## config.mk

```make
export PLATFORM = sky130hd
export DESIGN_NAME = div_iter_flat
export DESIGN_NICKNAME = d
export VERILOG_FILES = /design/src/rtl/div_iter_if.sv /design/src/rtl/div_iter.sv /design/src/flat_wrapper.sv
export SDC_FILE = /design/constraint.sdc
export NUM_CORES = 1
export LEC_CHECK = 0
export ABC_AREA = 1
export BUFFER_PORTS_ARGS = -buffer_cell sky130_fd_sc_hd__clkbuf_2
export CAP_MARGIN = 5
export CORE_UTILIZATION = 61
export CTS_BUF_LIST = sky130_fd_sc_hd__clkbuf_8 sky130_fd_sc_hd__clkbuf_16
export DETAILED_ROUTE_END_ITERATION = 16
export HOLD_SLACK_MARGIN = 0.06
export PLACE_DENSITY = 0.82
export SYNTH_ARGS = -nofsm -noshare
export SYNTH_HDL_FRONTEND = slang
export SYNTH_SLANG_ARGS = --single-unit
export TNS_END_PERCENT = 30
```

## constraint.sdc

```tcl
create_clock -name clk -period 8.8 [get_ports clk]
set_input_delay 0.44 -clock clk [delete_from_list [all_inputs] [get_ports clk]]
set_output_delay 0.44 -clock clk [all_outputs]
set_load 0.02 [all_outputs]
```

## src/rtl/div_iter_if.sv

```systemverilog
// Handshake bundle between the E-stage issue logic and the iterative divider.
// Master drives the operation; slave (the divider) returns stall/ready/result.
interface div_iter_if #(
  parameter int WIDTH = 32
);
  logic               start_i;
  logic               signed_i;
  logic [WIDTH-1:0]   opa_i;
  logic [WIDTH-1:0]   opb_i;
  logic               annul_i;
  logic               hold_i;
  logic               stall_o;
  logic               ready_o;
  logic [2*WIDTH-1:0] result_o;

  modport master (
    output start_i, signed_i, opa_i, opb_i,
    output annul_i, hold_i,
    input  stall_o, ready_o, result_o
  );

  modport slave (
    input  start_i, signed_i, opa_i, opb_i,
    input  annul_i, hold_i,
    output stall_o, ready_o, result_o
  );
endinterface

```

## src/rtl/div_iter.sv

```systemverilog
// Radix-2 restoring divider for DIV/DIVU, result {HI=rem, LO=quo}.
// Optional macro DIV_EARLY_OUT_EN: skip iterations when |a| < |b|.
module div_iter #(
  parameter int WIDTH = 32,
  parameter int CNT_W = 6
) (
  input  logic      clk,
  input  logic      rst,
  div_iter_if.slave bus
);

  typedef enum logic [1:0] {
    S_IDLE,
    S_DIVZERO,
    S_ON,
    S_END
  } state_t;

  state_t               r_state;
  logic [CNT_W-1:0]     r_cnt;
  logic [WIDTH-1:0]     r_rem;
  logic [WIDTH-1:0]     r_quo;
  logic [WIDTH-1:0]     r_div;
  logic                 r_sa;
  logic                 r_sb;
  logic                 r_ready;
  logic [2*WIDTH-1:0]   r_result;

  logic                 w_neg_a;
  logic                 w_neg_b;
  logic [WIDTH-1:0]     w_mag_a;
  logic [WIDTH-1:0]     w_mag_b;
  logic                 w_bzero;
  logic [WIDTH:0]       w_shift;
  logic [WIDTH:0]       w_diff;
  logic                 w_qbit;
  logic [WIDTH-1:0]     w_rem_nx;
  logic [WIDTH-1:0]     w_quo_nx;
  logic [WIDTH-1:0]     w_rem_fix;
  logic [WIDTH-1:0]     w_quo_fix;
  logic                 w_last;

  assign w_neg_a = bus.signed_i & bus.opa_i[WIDTH-1];
  assign w_neg_b = bus.signed_i & bus.opb_i[WIDTH-1];
  assign w_mag_a = w_neg_a ? -bus.opa_i : bus.opa_i;
  assign w_mag_b = w_neg_b ? -bus.opb_i : bus.opb_i;
  assign w_bzero = (bus.opb_i == '0);

  // r_quo doubles as the dividend shift register
  assign w_shift  = {r_rem, r_quo[WIDTH-1]};
  assign w_diff   = w_shift - {1'b0, r_div};
  assign w_qbit   = ~w_diff[WIDTH];
  assign w_rem_nx = w_qbit ? w_diff[WIDTH-1:0]
                           : w_shift[WIDTH-1:0];
  assign w_quo_nx = {r_quo[WIDTH-2:0], w_qbit};

  assign w_quo_fix = (r_sa ^ r_sb) ? -w_quo_nx : w_quo_nx;
  assign w_rem_fix = r_sa ? -w_rem_nx : w_rem_nx;

  assign w_last = (r_cnt == CNT_W'(WIDTH - 1));

`ifdef DIV_EARLY_OUT_EN
  logic w_early;
  assign w_early = ~w_bzero & (w_mag_a < w_mag_b);
`endif

  always_ff @(posedge clk) begin
    if (rst) begin
      r_state  <= S_IDLE;
      r_cnt    <= '0;
      r_rem    <= '0;
      r_quo    <= '0;
      r_div    <= '0;
      r_sa     <= 1'b0;
      r_sb     <= 1'b0;
      r_ready  <= 1'b0;
      r_result <= '0;
    end else if (bus.annul_i) begin
      r_state <= S_IDLE;
      r_ready <= 1'b0;
    end else begin
      unique case (r_state)
        S_IDLE: begin
          if (bus.start_i) begin
            r_rem <= '0;
            r_quo <= w_mag_a;
            r_div <= w_mag_b;
            r_sa  <= w_neg_a;
            r_sb  <= w_neg_b;
            r_cnt <= '0;
            if (w_bzero) begin
              r_state <= S_DIVZERO;
`ifdef DIV_EARLY_OUT_EN
            end else if (w_early) begin
              r_state  <= S_END;
              r_ready  <= 1'b1;
              r_result <= {bus.opa_i, {WIDTH{1'b0}}};
`endif
            end else begin
              r_state <= S_ON;
            end
          end
        end
        S_DIVZERO: begin
          r_result <= '0;
          r_ready  <= 1'b1;
          r_state  <= S_END;
        end
        S_ON: begin
          r_rem <= w_rem_nx;
          r_quo <= w_quo_nx;
          r_cnt <= r_cnt + 1'b1;
          // last iteration folds in the sign fix
          if (w_last) begin
            r_state  <= S_END;
            r_ready  <= 1'b1;
            r_result <= {w_rem_fix, w_quo_fix};
          end
        end
        S_END: begin
          if (!bus.hold_i) begin
            r_state <= S_IDLE;
            r_ready <= 1'b0;
          end
        end
        default: begin
          r_state <= S_IDLE;
          r_ready <= 1'b0;
        end
      endcase
    end
  end

  // annul masks the stall so the flush can proceed
  assign bus.stall_o  = bus.start_i & ~r_ready & ~bus.annul_i;
  assign bus.ready_o  = r_ready;
  assign bus.result_o = r_result;

endmodule

```

## src/flat_wrapper.sv

```systemverilog
// flat-port wrapper written by rule: the top's interface ports become plain ports
module div_iter_flat 
#(
  parameter int WIDTH = 32,
  parameter int CNT_W = 6
)
  (clk, rst, bus_start_i, bus_signed_i, bus_opa_i, bus_opb_i, bus_annul_i, bus_hold_i, bus_stall_o, bus_ready_o, bus_result_o);
  div_iter_if #(.WIDTH(WIDTH)) bus_i ();
  input  logic clk;
  input  logic rst;
  input wire logic [$bits(bus_i.start_i)-1:0] bus_start_i;
  input wire logic [$bits(bus_i.signed_i)-1:0] bus_signed_i;
  input wire logic [$bits(bus_i.opa_i)-1:0] bus_opa_i;
  input wire logic [$bits(bus_i.opb_i)-1:0] bus_opb_i;
  input wire logic [$bits(bus_i.annul_i)-1:0] bus_annul_i;
  input wire logic [$bits(bus_i.hold_i)-1:0] bus_hold_i;
  output wire logic [$bits(bus_i.stall_o)-1:0] bus_stall_o;
  output wire logic [$bits(bus_i.ready_o)-1:0] bus_ready_o;
  output wire logic [$bits(bus_i.result_o)-1:0] bus_result_o;
  assign bus_i.start_i = bus_start_i;
  assign bus_i.signed_i = bus_signed_i;
  assign bus_i.opa_i = bus_opa_i;
  assign bus_i.opb_i = bus_opb_i;
  assign bus_i.annul_i = bus_annul_i;
  assign bus_i.hold_i = bus_hold_i;
  assign bus_stall_o = bus_i.stall_o;
  assign bus_ready_o = bus_i.ready_o;
  assign bus_result_o = bus_i.result_o;
  div_iter #(.WIDTH(WIDTH), .CNT_W(CNT_W)) u_core (.clk(clk), .rst(rst), .bus(bus_i));
endmodule
```

==> metrics.txt, run 1 <==
top post-synthesis cells by area=sky130_fd_sc_hd__dfxtp_1 26%, sky130_fd_sc_hd__nand2_1 20%, sky130_fd_sc_hd__inv_1 8.8%; DRC errors left=0; hold buffer count at cts=0; total global-route track usage=0.3646; required time at the worst-slack endpoint=9.09 ns; register area share after synthesis=0.2601; area growth from synthesis to final layout=10.01%; post-synthesis register bit count=171; fin crit period=~5 ns; Final period util=0.5674; height of the die=148.9 um; final hold viol count=0; Max-Cap Viols=0; Antenna diodes=0; post-route design area=14480 sq um; first-iteration detailed-routing DRC count=1144; footprint of the flip-flops and latches=about 3400 sq um; latest clock arrival within the worst-skew pair=0.45 ns; first-pass GRT wire length=63.62 mm; Max-Slew Margin vs Limit=0.2993; Synth Flop Type=sky130_fd_sc_hd__dfxtp_1; type of the most critical hold path=in -> reg; launching element type of the critical path=flip-flop; clock power share=0.360; setup slack of the critical path after layout=around 3.8 ns; total routed wire length on the met1 layer=17.21 mm; Initial Util=0.6242; Area after DPL=about 14000 sq um; fraction of layout instances using a drive strength above 1=0.1123; total clock buffers created by CTS=17; share of power burned in registers=0.387; library cell with the highest instance count after synthesis=sky130_fd_sc_hd__nand2_1; Final Slew Violations=0; count of distinct cell types in the synthesized netlist=51; worst-path maximum fanout=41; CTS tree=done; crit path kind=reg -> reg; Synth top cells by count=716 x sky130_fd_sc_hd__nand2_1, 310 x sky130_fd_sc_hd__inv_1, 197 x sky130_fd_sc_hd__nor2_1, 183 x sky130_fd_sc_hd__a21oi_1, 171 x sky130_fd_sc_hd__dfxtp_1; Leakage Power=0.007396 uW; Met3 Routed Length=2.858 mm; net switching power figure=762.8 uW; met2 wirelength from detailed routing=18.83 mm; Vias/cell=5.514; number of enable-type register cells in the synthesized netlist=0; Peak VDD IR=between 0.1 and 0.15 mV; count of clock tree sinks=171; quantity of gates resized following cts=0; count of fill cells added during filler insertion=about 1900; router iterations before antenna repair=5; slew at the pin closest to its max-slew limit=1.051 ns; post-route antenna net violation count=0; combinational power share=0.253; data arrival time of the worst path=approximately 5.3 ns; Synth Warn #=0; clock input transition at the sequential cells of the worst setup and hold paths=0.07 ns; net switching fraction of the power=0.3623; nature of the critical path endpoint=flip-flop; library cell occupying the most area in the post-synthesis netlist=sky130_fd_sc_hd__dfxtp_1; Die X-Extent=148.9 um; top sig layer=met4; wire length after detailed routing=about 40 mm; unrepaired setup endpoints after global routing=false; Max Buffers Root-to-Sink=2; Syn Inst Count=2235; worst setup skew after layout=0.01846 ns; die area=about 22000 sq um; via count of the first global-routing pass=12790; largest net degree at the start of global routing=85; FFs w/ async S/R, synth=0; run status=complete, no violations; Post-Synthesis Net Count=2346; residual overflow from global routing=0; FMAX=0.2003 GHz; Mean Syn Cell Area=5.889 sq um; Post-Syn Area=13160 sq um; core area=around 21000 sq um; post-place setup slack=approximately 4.1 ns; power per standard cell area=between 100 and 150 nW/um^2; CTS H-Tree Depth=4; Final setup viols=0; Fin Setup TNS=0 ns; initial antenna violation count=0; clock root buffer=sky130_fd_sc_hd__clkbuf_16; worst hold margin=0.3227 ns; post-DR wirelength/cell=between 15 and 20 um; gpl congestion=0.9605; total via count after detailed routing=14380; number of buffers added on ports=between 100 and 150; layout net count=2430; area of the multi-input gates=8168 sq um; HPWL Detailed=31.07 mm; number of buffers inserted by post-CTS setup repair=0; Ports=around 140; internal power consumption=1343 uW; share of Yosys cell area claimed by the top area cell type=0.2601; FP Rows=53
per-stage QoR:
step | power [uW] | cells | util
floorplan | 1204 | 2235 | -
global placement | 1341 | 2575 | 0.6588
detailed placement | 1348 | 2575 | 0.6588
CTS | 2096 | 2607 | 0.6867
global route | 2201 | 2607 | 0.6867
finish | 2106 | 2607 | 0.6867
power groups by stage:
stage	Sequential, uW	Clock, uW	Combinational [uW]
2_1_floorplan	827	0	378
3_3_place_gp	831	0	510
3_5_place_dp	831	0	517
4_1_cts	813	760	522
5_1_grt	817	796	589
6_report	814	758	533
registers in the layout, indices dropped and copies added, names as in the netlist:
name / cells
u_core.r_rem: 32
u_core.r_state: 2
u_core.r_sb: 1
u_core.r_sa: 1
u_core.bus.result_o: 64
u_core.r_cnt: 6
u_core.bus.ready_o: 1
u_core.r_quo: 32
u_core.r_div: 32
final cells by class:
cell class                 count  area share
clock buffer                  18     0.03033
tap                          275     0.02376
clock inverter                14     0.01020
inverter                     325     0.08425
multi-input combinational   1661      0.5641
sequential                   171      0.2364
timing repair buffer         143     0.05098
worst paths after layout:
check | startpoint | endpoint | slack [ns] | cells after the start
worst max-delay path | u_core.r_quo[31]$_SDFFE_PP0P_ | u_core.bus.result_o[26]$_SDFFE_PP0P_ | 3.81 | 27
worst min register to register | u_core.bus.result_o[39]$_SDFFE_PP0P_ | u_core.bus.result_o[39]$_SDFFE_PP0P_ | 0.47 | 2
worst min-delay path | bus_opb_i[0] | u_core.r_div[0]$_SDFFE_PP0P_ | 0.32 | 3
worst max register to register | u_core.r_quo[31]$_SDFFE_PP0P_ | u_core.bus.result_o[26]$_SDFFE_PP0P_ | 3.81 | 27
cell families after synthesis:
logic type	after synthesis	share of synthesized area
adders and majority gates	41	0.03954
xor gates and xnor gates	55	0.03660
buffers and inverters	403	0.1207
DFF	171	0.2601
and+or+nand+nor	1206	0.3939
AOI/OAI and AO/OA	359	0.1491
metal layers:
layer	vias to the layer above	global-route usage
met1	6416	0.4630
met5	-	0
met3	98	0.04648
li1	7276	-
met4	0	0.1577
met2	585	0.6174
placed cells by master, fill, tap and decap left out, types with 5 or more instances in the layout:
master and count:
sky130_fd_sc_hd__a21o_1 7, sky130_fd_sc_hd__a21oi_1 183, sky130_fd_sc_hd__a31oi_1 30, sky130_fd_sc_hd__buf_4 9, sky130_fd_sc_hd__clkbuf_16 17, sky130_fd_sc_hd__clkbuf_2 134, sky130_fd_sc_hd__dfxtp_1 171, sky130_fd_sc_hd__ha_1 40
sky130_fd_sc_hd__inv_1 310, sky130_fd_sc_hd__inv_2 12, sky130_fd_sc_hd__inv_8 5, sky130_fd_sc_hd__nand2_1 716, sky130_fd_sc_hd__nand2_2 28, sky130_fd_sc_hd__nand2_4 7, sky130_fd_sc_hd__nand3_1 152, sky130_fd_sc_hd__nand3b_1 12
sky130_fd_sc_hd__nand4_1 18, sky130_fd_sc_hd__nor2_1 196, sky130_fd_sc_hd__nor2_2 12, sky130_fd_sc_hd__nor2_4 5, sky130_fd_sc_hd__nor3_1 27, sky130_fd_sc_hd__nor3_2 6, sky130_fd_sc_hd__nor4_1 8, sky130_fd_sc_hd__o211ai_1 8
sky130_fd_sc_hd__o21ai_0 92, sky130_fd_sc_hd__o21ai_1 7, sky130_fd_sc_hd__o22ai_1 15, sky130_fd_sc_hd__or2_2 8, sky130_fd_sc_hd__xnor2_1 17, sky130_fd_sc_hd__xor2_1 38
critical path, stage by stage (launching register included):
cell and delay (ns):
sky130_fd_sc_hd__dfxtp_1 0.32, sky130_fd_sc_hd__inv_1 0.11, sky130_fd_sc_hd__ha_1 0.24, sky130_fd_sc_hd__inv_1 0.10, sky130_fd_sc_hd__fa_1 0.42, sky130_fd_sc_hd__nand2_1 0.10
sky130_fd_sc_hd__nand2_1 0.06, sky130_fd_sc_hd__nand3b_1 0.10, sky130_fd_sc_hd__nand2_2 0.10, sky130_fd_sc_hd__nand2_2 0.11, sky130_fd_sc_hd__nand2_4 0.07, sky130_fd_sc_hd__nand2_4 0.09
sky130_fd_sc_hd__nand3_2 0.26, sky130_fd_sc_hd__nand2_4 0.49, sky130_fd_sc_hd__ha_1 0.27, sky130_fd_sc_hd__nand3_1 0.12, sky130_fd_sc_hd__nor3_1 0.23, sky130_fd_sc_hd__nand3_1 0.15
sky130_fd_sc_hd__nor3_1 0.32, sky130_fd_sc_hd__nand2_1 0.12, sky130_fd_sc_hd__nor2_1 0.11, sky130_fd_sc_hd__nand3_1 0.16, sky130_fd_sc_hd__nor2_1 0.24, sky130_fd_sc_hd__inv_1 0.07
sky130_fd_sc_hd__o21ai_0 0.21, sky130_fd_sc_hd__a21oi_1 0.09, sky130_fd_sc_hd__o21ai_0 0.11, sky130_fd_sc_hd__a21oi_1 0.09
(Power assumes the default switching activity.)
==> inputs of run 2 (changes only) <==
==> constraint.sdc (replaced) <==
create_clock -name clk -period 4.9 [get_ports clk]
set_input_delay 0.245 -clock clk [delete_from_list [all_inputs] [get_ports clk]]
set_output_delay 0.245 -clock clk [all_outputs]
set_load 0.02 [all_outputs]
==> metrics.txt, run 2 (synthesis results as in run 1) <==
data arrival time of the worst path=4.77 ns; Antenna diodes=0; FP Rows=53; Vias/cell=5.503; reg-to-reg critical path startpoint=u_core.r_quo[31]$_SDFFE_PP0P_; fin crit period=4.489 ns; first-iteration detailed-routing DRC count=1232; final hold viol count=0; post-route antenna net violation count=0; latest clock arrival within the worst-skew pair=0.45 ns; startpoint of the most critical hold path=bus_opb_i[31]; Critical path origin=u_core.r_quo[31]$_SDFFE_PP0P_; quantity of gates resized following cts=0; area of the multi-input gates=8168 sq um; Initial Util=0.6242; hold buffer count at cts=0; footprint of the flip-flops and latches=between 3000 and 4000 sq um; residual overflow from global routing=0; slew at the pin closest to its max-slew limit=1.185 ns; highest-count cells in the layout ignoring fill and taps=716 x sky130_fd_sc_hd__nand2_1, 310 x sky130_fd_sc_hd__inv_1, 196 x sky130_fd_sc_hd__nor2_1; Final period util=0.9162; launching element type of the critical path=flip-flop; via count of the first global-routing pass=between 10000 and 15000; number of buffers added on ports=135; FMAX=0.2228 GHz; Leakage Power=0.007408 uW; wire length after detailed routing=40.57 mm; count of fill cells added during filler insertion=2039; router iterations before antenna repair=5; run status=complete, no violations; Max Buffers Root-to-Sink=2; utilization after layout=0.6874; nature of the critical path endpoint=flip-flop; required time at the worst-slack endpoint=~5.2 ns; worst setup skew after layout=0.01619 ns; worst-path maximum fanout=14; largest net degree at the start of global routing=115; number of buffers inserted by post-CTS setup repair=0; crit path kind=reg -> reg; first-pass GRT wire length=64.65 mm; total global-route track usage=0.3697; layout net count=2430; gpl congestion=between 0.9 and 1; Final setup viols=0; total via count after detailed routing=roughly 14000; most common cell after layout, fill and taps aside=sky130_fd_sc_hd__nand2_1; Fin Setup TNS=0 ns; type of the most critical hold path=in -> reg; fraction of layout instances using a drive strength above 1=0.1123; core area=21090 sq um; Peak VDD IR=0.2507 mV; Die X-Extent=approximately 150 um; flip-flop count of the largest register, all copies and words added=64; DRC errors left=0; height of the die=between 100 and 150 um; post-DR wirelength/cell=15.56 um; Max-Cap Viols=0; Max-Slew Margin vs Limit=0.2101; area growth from synthesis to final layout=10.12%; count of clock tree sinks=171; clock root buffer=sky130_fd_sc_hd__clkbuf_16; worst hold margin=0.1025 ns; power per standard cell area=~260 nW/um^2; unrepaired setup endpoints after global routing=false; HPWL Detailed=31.53 mm; CTS tree=done; die area=between 20000 and 25000 sq um; Final Slew Violations=0; CTS H-Tree Depth=4; clock input transition at the sequential cells of the worst setup and hold paths=0.07 ns; Ports=136; total clock buffers created by CTS=17; initial antenna violation count=0
run 2: cell types whose count changed in the layout (fill, tap and decap cells not counted):
cell	before	now
sky130_fd_sc_hd__clkinv_4	3	1
sky130_fd_sc_hd__clkinv_8	2	3
sky130_fd_sc_hd__clkinvlp_4	2	0
sky130_fd_sc_hd__inv_12	0	1
sky130_fd_sc_hd__inv_6	2	5
sky130_fd_sc_hd__inv_8	5	4
run 2: per-layer routing:
layer  share of wire  GRT usage  vias to the layer above  wire, um
met4           0.039     0.1582                        0      1577
met2            0.47     0.6179                      503     18910
li1                -          -                     7273         -
met5               0          0                        -         0
met1            0.44     0.4766                     6471     17770
met3           0.057    0.04740                      100      2311
run 2: final cells by class:
type | instances | share of cell area
Sequential cell | 171 | 0.2362
Multi-Input combinational cell | 1661 | 0.5635
Tap cell | 275 | 0.02374
Clock inverter | 14 | 0.01122
Timing Repair Buffer | 143 | 0.05093
Inverter | 325 | 0.08416
Clock buffer | 18 | 0.03030
run 2: through the flow:
step	cells	instance area, sq um	total power, uW	setup WS, ns
floorplan	2235	13160	2163	1.201
global placement	2575	13890	2404	0.6487
detailed placement	2575	13890	2417	0.5756
finish	2607	14500	3814	0.4107
global route	2607	14500	3989	0.1278
CTS	2607	14500	3799	0.5021
run 2: power by group:
group / total, uW / switching [uW] / internal [uW] / leakage (uW)
Sequential: 1460 / 33.5 / 1430 / 0.00139
Combinational: 950 / 661 / 288 / 0.00572
Clock: 1400 / 696 / 706 / 0.000296
run 2: final timing paths:
check | endpoint | slack [ns] | depth (start not counted)
setup / recovery | u_core.bus.result_o[24]$_SDFFE_PP0P_ | 0.41 | 26
setup reg to reg | u_core.bus.result_o[24]$_SDFFE_PP0P_ | 0.41 | 26
hold / removal | u_core.r_div[31]$_SDFFE_PP0P_ | 0.10 | 3
hold reg to reg | u_core.bus.result_o[49]$_SDFFE_PP0P_ | 0.47 | 2
run 2: worst max-delay path, cell delays in order (launching register included):
cell,delay [ns]
sky130_fd_sc_hd__dfxtp_1,0.31
sky130_fd_sc_hd__inv_1,0.11
sky130_fd_sc_hd__ha_1,0.25
sky130_fd_sc_hd__inv_1,0.11
sky130_fd_sc_hd__fa_1,0.43
sky130_fd_sc_hd__nand2_1,0.11
sky130_fd_sc_hd__nand2_1,0.06
sky130_fd_sc_hd__nand3b_1,0.10
sky130_fd_sc_hd__nand2_2,0.09
sky130_fd_sc_hd__nand2_2,0.10
sky130_fd_sc_hd__nand2_4,0.06
sky130_fd_sc_hd__nand2_4,0.09
sky130_fd_sc_hd__nand3_2,0.26
sky130_fd_sc_hd__nand2_4,0.18
sky130_fd_sc_hd__ha_1,0.18
sky130_fd_sc_hd__nand3_1,0.11
sky130_fd_sc_hd__nor3_1,0.25
sky130_fd_sc_hd__nand3_1,0.15
sky130_fd_sc_hd__nor3_1,0.30
sky130_fd_sc_hd__nand2_1,0.11
sky130_fd_sc_hd__nor2_1,0.10
sky130_fd_sc_hd__nand3_1,0.13
sky130_fd_sc_hd__nor2_1,0.21
sky130_fd_sc_hd__a21oi_1,0.11
sky130_fd_sc_hd__or2_2,0.30
sky130_fd_sc_hd__nand3_1,0.07
sky130_fd_sc_hd__a21oi_1,0.07
